### config.mk
export PLATFORM = sky130hd
export DESIGN_NAME = uart_rx_cfg
export DESIGN_NICKNAME = d
export VERILOG_FILES = /design/src/rtl/uart_rx_cfg.sv
export SDC_FILE = /design/constraint.sdc
export NUM_CORES = 1
export LEC_CHECK = 0
export ABC_AREA = 1
export BUFFER_PORTS_ARGS = -buffer_cell sky130_fd_sc_hd__buf_4
export CORE_UTILIZATION = 60
export DETAILED_ROUTE_END_ITERATION = 6
export GPL_ROUTABILITY_DRIVEN = 0
export GPL_TIMING_DRIVEN = 0
export PLACE_DENSITY = 0.82
export SLEW_MARGIN = 40
export SYNTH_ARGS = -nofsm -noshare
export SYNTH_HDL_FRONTEND = slang
export SYNTH_SLANG_ARGS = --single-unit
export TNS_END_PERCENT = 10
### constraint.sdc
create_clock -name clk -period 4.85 [get_ports clk]
set_clock_uncertainty 0.05 [all_clocks]
set_input_delay 0.2425 -clock clk [delete_from_list [all_inputs] [get_ports clk]]
set_output_delay 0.2425 -clock clk [all_outputs]
set_load 0.005 [all_outputs]
### src/rtl/uart_rx_cfg.sv
// -----------------------------------------------------------------------------
// uart_rx_cfg
// -----------------------------------------------------------------------------
// Purpose:
//   A UART receiver that is configured at runtime. It supports 5 to 8 data
//   bits, parity set to none, even or odd, and 1 or 2 stop bits. It rejects
//   false start bits and reports parity errors, framing errors and break
//   frames. Each received frame produces one rx_valid pulse. The data and the
//   flags are registered with that pulse and hold their values until the next
//   frame completes.
//
// Optional feature (macro UART_RX_MAJORITY_EN):
//   If the macro is defined, every bit is sampled three times, at
//   cnt = baudrate_div-2, baudrate_div-1 and baudrate_div. The bit value is
//   the 2-of-3 majority, decided at mid-bit. If the macro is undefined, each
//   bit is a single sample of rx_in taken at mid-bit, and the extra sample
//   flops are not built.
//
// Parameters:
//   DIV_W        width of baudrate_div and of the bit-period counter
//   SYNC_STAGES  number of flops in the RXD synchroniser (minimum 2)
//
// Ports:
//   clk            system clock
//   rst            asynchronous reset, active high
//   baudrate_div   bit period = baudrate_div + 1 clocks (must be >= 3)
//   cfg_data_bits  data bits = 5 + cfg_data_bits
//   cfg_parity     0/2 = none, 1 = even, 3 = odd
//   cfg_stop2      0 = one stop bit, 1 = two stop bits
//   uart_rxd       asynchronous serial input, idle high
//   rx_data        received word, LSB-aligned, unused MSBs are zero
//   rx_valid       one-cycle pulse when a frame is complete
//   rx_parity_err  parity mismatch (qualified by rx_valid)
//   rx_frame_err   a stop-bit sample was 0 (qualified by rx_valid)
//   rx_break       break frame (qualified by rx_valid)
//   rx_busy        high in every state except IDLE
//
// Handshake: there is no back-pressure. rx_valid is a single-cycle strobe,
// and the consumer must take rx_data and the flags in that cycle or before
// the next strobe. The receiver never waits for the consumer.
// -----------------------------------------------------------------------------
module uart_rx_cfg #(
    parameter int DIV_W       = 16,
    parameter int SYNC_STAGES = 3
) (
    input  logic             clk,
    input  logic             rst,
    input  logic [DIV_W-1:0] baudrate_div,
    input  logic [1:0]       cfg_data_bits,
    input  logic [1:0]       cfg_parity,
    input  logic             cfg_stop2,
    input  logic             uart_rxd,
    output logic [7:0]       rx_data,
    output logic             rx_valid,
    output logic             rx_parity_err,
    output logic             rx_frame_err,
    output logic             rx_break,
    output logic             rx_busy
);

    typedef enum logic [2:0] {
        S_IDLE      = 3'd0,
        S_START     = 3'd1,
        S_DATA      = 3'd2,
        S_PARITY    = 3'd3,
        S_STOP      = 3'd4,
        S_WAIT_IDLE = 3'd5
    } state_t;

    state_t r_state;
    state_t w_next_state;

    // ------------------------------------------------------------------
    // Synchroniser and edge detection
    // ------------------------------------------------------------------
    // The chain resets to all ones so that the line reads as idle. This
    // keeps reset release from looking like a start bit.
    logic [SYNC_STAGES-1:0] r_sync;
    logic                   r_rx_prev;
    logic                   w_rx_in;
    logic                   w_fall;

    always_ff @(posedge clk or posedge rst) begin
        if (rst) begin
            r_sync    <= '1;
            r_rx_prev <= 1'b1;
        end else begin
            r_sync    <= {r_sync[SYNC_STAGES-2:0], uart_rxd};
            r_rx_prev <= w_rx_in;
        end
    end

    assign w_rx_in = r_sync[SYNC_STAGES-1];
    // r_rx_prev updates in every state. A falling edge that arrives in the
    // same cycle as the rx_valid pulse is therefore still seen in IDLE.
    assign w_fall  = r_rx_prev & ~w_rx_in;

    // ------------------------------------------------------------------
    // Bit-period counter
    // ------------------------------------------------------------------
    logic [DIV_W-1:0] r_cnt;
    logic             w_mid;
    logic             w_start_det;

    assign w_mid       = (r_cnt == baudrate_div);
    assign w_start_det = (r_state == S_IDLE) && w_fall;

    always_ff @(posedge clk or posedge rst) begin
        if (rst) begin
            r_cnt <= '0;
        end else if (r_state == S_IDLE) begin
            // Start at half a period so that the first mid falls in the
            // centre of the start bit.
            if (w_fall) begin
                r_cnt <= baudrate_div >> 1;
            end
        end else if (w_mid) begin
            r_cnt <= '0;
        end else begin
            r_cnt <= r_cnt + DIV_W'(1);
        end
    end

    // ------------------------------------------------------------------
    // Bit value decision
    // ------------------------------------------------------------------
    logic w_bit;

`ifdef UART_RX_MAJORITY_EN
    logic r_samp0;
    logic r_samp1;

    always_ff @(posedge clk or posedge rst) begin
        if (rst) begin
            r_samp0 <= 1'b1;
            r_samp1 <= 1'b1;
        end else begin
            if (r_cnt == (baudrate_div - DIV_W'(2))) begin
                r_samp0 <= w_rx_in;
            end
            if (r_cnt == (baudrate_div - DIV_W'(1))) begin
                r_samp1 <= w_rx_in;
            end
        end
    end

    // The third sample is the live rx_in at mid, so the decision is made
    // in the same cycle as in the single-sample build.
    assign w_bit = (r_samp0 & r_samp1) | (r_samp0 & w_rx_in) | (r_samp1 & w_rx_in);
`else
    assign w_bit = w_rx_in;
`endif

    // ------------------------------------------------------------------
    // Frame configuration, latched at start detect
    // ------------------------------------------------------------------
    logic [1:0] r_data_bits;
    logic [1:0] r_parity;
    logic       r_stop2;

    // ------------------------------------------------------------------
    // Frame datapath state
    // ------------------------------------------------------------------
    logic [7:0] r_shift;      // data enters at the MSB and moves down (LSB first on the line)
    logic [2:0] r_bit_idx;
    logic       r_par_acc;    // XOR of the data bits received so far
    logic       r_par_err;
    logic       r_all_zero;   // every data bit and the parity bit seen so far were 0
    logic       r_frame_err;
    logic       r_break;
    logic       r_stop_idx;

    logic       w_last_data;
    logic       w_last_stop;
    logic       w_frame_now;
    logic       w_break_now;
    logic [2:0] w_align_sh;
    logic [7:0] w_aligned;

    // Index of the last data bit is N-1 = 4 + cfg_data_bits.
    assign w_last_data = (r_bit_idx == (3'd4 + {1'b0, r_data_bits}));
    assign w_last_stop = (r_stop_idx == r_stop2);
    assign w_frame_now = r_frame_err | ~w_bit;
    // Break is decided on the first stop bit. A second stop bit only
    // contributes to the frame error.
    assign w_break_now = (r_stop_idx == 1'b0) ? (r_all_zero & ~w_bit) : r_break;
    // After N shifts the word occupies r_shift[7:8-N]. Shift it right by
    // 8-N to LSB-align it. The low bits were cleared at start, so the MSBs
    // of the result are zero.
    assign w_align_sh  = 3'd3 - {1'b0, r_data_bits};
    assign w_aligned   = r_shift >> w_align_sh;

    // ------------------------------------------------------------------
    // FSM: state register
    // ------------------------------------------------------------------
    always_ff @(posedge clk or posedge rst) begin
        if (rst) begin
            r_state <= S_IDLE;
        end else begin
            r_state <= w_next_state;
        end
    end

    // ------------------------------------------------------------------
    // FSM: next-state logic
    // ------------------------------------------------------------------
    always_comb begin
        w_next_state = r_state;
        case (r_state)
            S_IDLE: begin
                if (w_fall) begin
                    w_next_state = S_START;
                end
            end
            S_START: begin
                if (w_mid) begin
                    // If the line is high again at mid-start, the low pulse
                    // was a glitch. Drop it without producing a frame.
                    w_next_state = w_bit ? S_IDLE : S_DATA;
                end
            end
            S_DATA: begin
                if (w_mid && w_last_data) begin
                    w_next_state = r_parity[0] ? S_PARITY : S_STOP;
                end
            end
            S_PARITY: begin
                if (w_mid) begin
                    w_next_state = S_STOP;
                end
            end
            S_STOP: begin
                if (w_mid && w_last_stop) begin
                    // After a framing error the line may still be low, for
                    // example during a break. Wait for it to go high so
                    // that a held-low line produces only one frame.
                    w_next_state = w_frame_now ? S_WAIT_IDLE : S_IDLE;
                end
            end
            S_WAIT_IDLE: begin
                if (w_rx_in) begin
                    w_next_state = S_IDLE;
                end
            end
            default: begin
                w_next_state = S_IDLE;
            end
        endcase
    end

    // ------------------------------------------------------------------
    // Datapath and output registers
    // ------------------------------------------------------------------
    always_ff @(posedge clk or posedge rst) begin
        if (rst) begin
            r_data_bits   <= 2'd0;
            r_parity      <= 2'd0;
            r_stop2       <= 1'b0;
            r_shift       <= 8'd0;
            r_bit_idx     <= 3'd0;
            r_par_acc     <= 1'b0;
            r_par_err     <= 1'b0;
            r_all_zero    <= 1'b0;
            r_frame_err   <= 1'b0;
            r_break       <= 1'b0;
            r_stop_idx    <= 1'b0;
            rx_data       <= 8'd0;
            rx_valid      <= 1'b0;
            rx_parity_err <= 1'b0;
            rx_frame_err  <= 1'b0;
            rx_break      <= 1'b0;
        end else begin
            rx_valid <= 1'b0;

            if (w_start_det) begin
                r_data_bits <= cfg_data_bits;
                r_parity    <= cfg_parity;
                r_stop2     <= cfg_stop2;
                r_shift     <= 8'd0;
                r_bit_idx   <= 3'd0;
                r_par_acc   <= 1'b0;
                r_par_err   <= 1'b0;
                r_all_zero  <= 1'b1;
                r_frame_err <= 1'b0;
                r_break     <= 1'b0;
                r_stop_idx  <= 1'b0;
            end

            if (w_mid) begin
                case (r_state)
                    S_DATA: begin
                        r_shift    <= {w_bit, r_shift[7:1]};
                        r_bit_idx  <= r_bit_idx + 3'd1;
                        r_par_acc  <= r_par_acc ^ w_bit;
                        r_all_zero <= r_all_zero & ~w_bit;
                    end
                    S_PARITY: begin
                        // Even parity: an error when XOR(data, bit) = 1.
                        // Odd parity (r_parity[1] set): inverted.
                        r_par_err  <= r_par_acc ^ w_bit ^ r_parity[1];
                        r_all_zero <= r_all_zero & ~w_bit;
                    end
                    S_STOP: begin
                        r_frame_err <= w_frame_now;
                        r_break     <= w_break_now;
                        r_stop_idx  <= 1'b1;
                        if (w_last_stop) begin
                            rx_valid      <= 1'b1;
                            rx_data       <= w_break_now ? 8'd0 : w_aligned;
                            rx_parity_err <= r_par_err;
                            rx_frame_err  <= w_frame_now;
                            rx_break      <= w_break_now;
                        end
                    end
                    default: begin
                    end
                endcase
            end
        end
    end

    assign rx_busy = (r_state != S_IDLE);

endmodule

Word-level counts from Yosys, hierarchy flattened:

Index checks and enable logic that the tools add are counted.

* register bits: 57
* input port bits: 24
* output and inout bits: 13
* logic and storage cells: 95

* add/sub/neg operators: 4
* equality and inequality tests: 14
* shift operators: 1
* mux-type cells: 42
* bitwise gates (word level): 6
* reduce and logical (&&, ||, !) cells: 8

Operator list (number)
* 16-bit two-way mux: 3
* 3-bit two-way mux: 11
* 8-bit two-way mux: 4
* 1-bit two-way mux: 22
* 3-bit case mux with 6 select lines: 1
* 16-bit by 1-bit adder with 16-bit output, second input constant: 1
* 16-bit == test: 1
* 2-bit inequality test, second input constant: 6
* 8-bit by 3-bit >> shifter with 8-bit output: 1
* 3-bit by 2-bit == test with 1-bit output, second input constant: 2
* 3-bit == test, second input constant: 2
* 6-bit AND reduction: 1
* 3-bit by 1-bit adder with 3-bit output, second input constant: 1
* 3-bit by 2-bit adder with 3-bit output, first input constant: 1
* 3-bit by 1-bit == test with 1-bit output, second input constant: 1
* 3-bit == test: 1
* 1-bit logical AND: 3
* 3-bit zero test: 1
* 3-bit AND reduction: 1
* 3-bit nonzero test: 1
* 2-bit by 2-bit subtractor with 3-bit output, first input constant: 1
* 1-bit AND: 2
* 2-bit two-way mux: 1
* 2-bit OR reduction: 1
* 4 further kinds: 5

Depth between registers and ports, before layout:

* word-level depth: 6
* mapped depth: 12
* mapped depth without buffers: 12

Worst setup path before layout:

No wires, ideal clock.

* path type: flip-flop to flip-flop
* start point: register r_cnt[1]
* end point: register r_cnt[10]
* setup time: 87 ps
* arrival: 1459 ps
* required time: 4713 ps
* setup slack: 3254 ps
* cell stages (with the launch flop): 9
* cells stage by stage: dfrtp_1 ha_1 nand2_1 nor3_1 nand2_1 nor3_1 xor2_1 nand2_1 o211ai_1

* longest elaborated chain between the ends: 3
* elaborated cells on any way between the ends: 4
* those cells by class: add/sub: 1; eq/ne: 1; mux: 2

RTL lines
* from (decl): RTL line 101 `logic [DIV_W-1:0] r_cnt;`
* from (signal assigned): RTL line 115 `r_cnt <= baudrate_div >> 1;`
* from (signal assigned): RTL line 120 `r_cnt <= r_cnt + DIV_W'(1);`
* 16-bit by 1-bit adder with 16-bit output or 16-bit == test (tied branches): RTL line 120, 105
* 16-bit two-way mux (*): RTL line 117 `end else if (w_mid) begin`
* 16-bit two-way mux (*): RTL line 111 `end else if (r_state == S_IDLE) begin`

Mark *: on every way between the ends. The rest lies on a longest branch, timed or not.
A chain may end at the register's enable or synchronous reset.

Worst setup path after layout:

* start point: register r_state[0]
* end point: register r_cnt[11]

* longest elaborated chain between the ends: 2
* elaborated cells on any way between the ends: 3
* those cells by class: eq/ne: 1; mux: 1; reduce/logical: 1

RTL lines
* from (decl): RTL line 70 `state_t r_state;`
* from (signal assigned): RTL line 200 `r_state <= w_next_state;`
* 3-bit zero test (*): RTL line 111
* 2-bit inequality test (no line) or 16-bit two-way mux (tied branches)

Marked as above.

==> results.ini <==
[power_and_ir_drop]
power_switching_uw = 738.5
switching_share = 0.3768
cellPowerDensity_mw_per_mm2 = 502.5
intPower_uw = 1221
comb_power_share = 0.341
ir_drop_uv = 319.8
leakage_uw = 0.001949
seq_power_share = 0.344
clkPwrFrac = 0.314

[yosys]
yosys_register_bits = 57
muxShareOfSynthArea = 0
synth.most_common_cell = nand2_1
synth_warnings = 0
synthXorXnorAreaFrac = 0.03804
synth_top_family_by_area = simple AND/OR/NAND/NOR gates
yosys.area.top_type = dfrtp_1
netlist_area_mm2 = 0.003223
synthSimpleGateAreaFrac = 0.2993
netlist.area_leader.share = 0.4115
synth-adder-area-share = 0.007764
synthTopCellsByArea = dfrtp_1 (41%), nand2_1 (16%), o21ai_0 (6.1%), inv_1 (5.2%), nor2_1 (4.3%)
yosysSeqAreaShare = 0.4441
syn_inst = 432
synthTopCellsByCount = nand2_1 (139), dfrtp_1 (53), inv_1 (45), o21ai_0 (39), nor2_1 (37)
avgSynthCellArea_um2 = 7.461
synth-compound-area-share = 0.1343
synthArstFlopShare = 1.000
synth_fp_nets = 458
synth_edf_count = 0
synth_ff_type = dfrtp_1
netlist-cell-type-count = 32

[worst_setup_path]
crit_fanout = 10
critPathArrivalTime_ps = 2210
worstSetupPathType = reg -> reg
end_kind = register
critPathLaunchType = register
worstPathRequired_ps = 5040
rr_worst_depth = 6
r2r-end = r_cnt[11]
startpoint = r_state[0]
crit_path_end = r_cnt[11]
rrSetupSlack_ps = 2830
timing.rr.start = r_state[0]

[global_routing]
track_usage = 0.2869
grt_pass1_wl_mm = 12.03
grt_overflow = 0
grt_pass1_vias = 2623
grt_max_degree = 40
antenna_found_initial = 0

[final_layout]
fin_nets = 508
fillCellCount = 381
area_growth_pct = 21.00
drive_above_1_share = 0.1869
num_antenna_cells = 0

[timing]
fmax_ghz = 0.4951
setup_viol = 0
slew_headroom = 0.6747
finalHoldViolations = 0
layout_setup_ws_ps = 2830
rsz0062_at_grt = no
slew_viol_final = 0
setup_tns_ps = 0
layout_min_cycle_time_ps = 2020
period_share = 0.4165
tightest_slew_ps = 484.2

[drt]
drt-pass1-iter-count = 5
ant_nets = 0
via_per_inst = 5.429
drc = 0
detail_route.wl_per_cell_um = 13.36
drt-initial-drc-count = 226
drt-total-wl_mm = 7.443
vias = 3024

[die]
initial_core_util = 0.6271
dieHeight_um = 75.29
dieArea_mm2 = 0.005669
num_rows = 26
die_w_um = 75.29
ios = 37
core-area_mm2 = 0.005140

[placed_design]
hpwl_mm = 5.340
pre_cts_ws_ps = 2889
io_buffers = 36

[clocking]
cts_made_buffers = 9
cts_tree = yes
max-clock-path-buffers = 2
cts_root_buf = clkbuf_8
clkLatencyLatePin_ps = 340
clock-sinks = 57
htree_levels = 3
clk_pin_slew_ps = 70
cts_setup_buffers = 0

[min_path]
hold-path-cell-count = 3
hold_path_class = in -> reg

[flow_run]
maxCapViolations = 0

[status]
status = completed

## state kept, by name, indices dropped and copies added (netlist names)
signal	flops
r_par_err	1
r_parity	2
r_rx_prev	1
r_shift	8
rx_break	1
r_cnt	16
r_all_zero	1
r_break	1
rx_data	8
r_stop_idx	1
r_state	3
r_par_acc	1
r_frame_err	1
r_sync	3
rx_valid	1
rx_parity_err	1
r_bit_idx	3
r_data_bits	2
rx_frame_err	1
r_stop2	1
## layer usage
metal	global-route usage	wire [µm]	part of all wire
met5	0	0	0
met4	0.1111	114	0.015
met3	0.04101	460	0.062
met2	0.4365	3392	0.46
met1	0.4178	3475	0.47
## worst max-delay path, cell delays in order, from the launching register on
cell	delay (ps)
dfrtp_1	430
nor2_1	200
nand2_2	230
nor2_4	210
clkinv_1	280
buf_2	300
o211ai_1	220
## power by group through the flow
stage | clock [µW] | sequential (µW) | combinational (µW)
6_report | 616 | 675 | 669
5_1_grt | 637 | 687 | 753
4_1_cts | 620 | 672 | 661
3_5_place_dp | 0 | 680 | 648
3_3_place_gp | 0 | 677 | 630
2_1_floorplan | 0 | 655 | 499
## worst min-delay path by stage
stage | startpoint | to
after floorplan | uart_rxd | r_sync[0]
after global placement | r_sync[0] | r_sync[1]
after detailed placement | rst | rx_valid
after CTS | cfg_parity[0] | r_parity[0]
after global routing | cfg_stop2 | r_stop2
final | cfg_parity[0] | r_parity[0]
## kinds of logic after synthesis
| logic type | count (synthesis) |
|---|---|
| compound gates | 72 |
| simple gates | 224 |
| buf+inv | 63 |
| xor+xnor | 14 |
| fa+ha+maj | 2 |
| flops | 57 |
## layout by cell type (no fill, tap or decap), types with 2 or more instances in the layout
cell	netlist	final
nor2_2	2	2
o221ai_1	7	7
inv_2	10	10
dfrtp_1	53	53
nand2_2	4	4
clkbuf_8	0	11
xor2_1	12	12
inv_1	45	44
nand4_1	9	9
o21ai_2	6	6
dfstp_2	4	4
o21ai_0	39	39
bufinv_16	0	4
nor2_1	37	37
nand2_1	139	139
a21oi_1	7	7
dlygate4sd3_1	0	2
nor2_4	4	4
buf_4	0	36
xnor2_1	2	2
o211ai_1	5	5
o21ai_1	4	4
clkbuf_1	3	3
clkinv_2	1	2
nand3_1	21	21
nor3_1	5	5
a22oi_1	3	3
ha_1	2	2
## cell type report
cell class	count	area (µm²)	area share
plain buffers	6	31.28	0.008021
repair buffers	39	310.3	0.07956
clock buffers	11	151.4	0.03882
flip-flops and latches	57	1431	0.3670
multi-input cells	312	1545	0.3962
inverters	57	217.7	0.05582
clock inverters	5	125.1	0.03208
well taps	70	87.58	0.02246
## timing repair
| item | 4_1_cts | 5_1_grt |
|---|---|---|
| gates resized for setup | 0 | 0 |
| endpoints found under the hold margin | 19 | 0 |
| hold buffers | 2 | 0 |
## through the flow
| stage | hold WS [ps] | area [µm²] | cells | total power (µW) | utilization |
|---|---|---|---|---|---|
| global route | 60.92 | 3900 | 557 | 2077 | 0.7588 |
| detailed placement | 158.8 | 3603 | 539 | 1327 | 0.7011 |
| finish | 57.34 | 3900 | 557 | 1960 | 0.7588 |
| global placement | 296.5 | 3581 | 538 | 1306 | 0.6967 |
| CTS | 49.48 | 3900 | 557 | 1953 | 0.7588 |
| floorplan | 197.0 | 3223 | 432 | 1154 | - |
(Power assumes the default switching activity.)
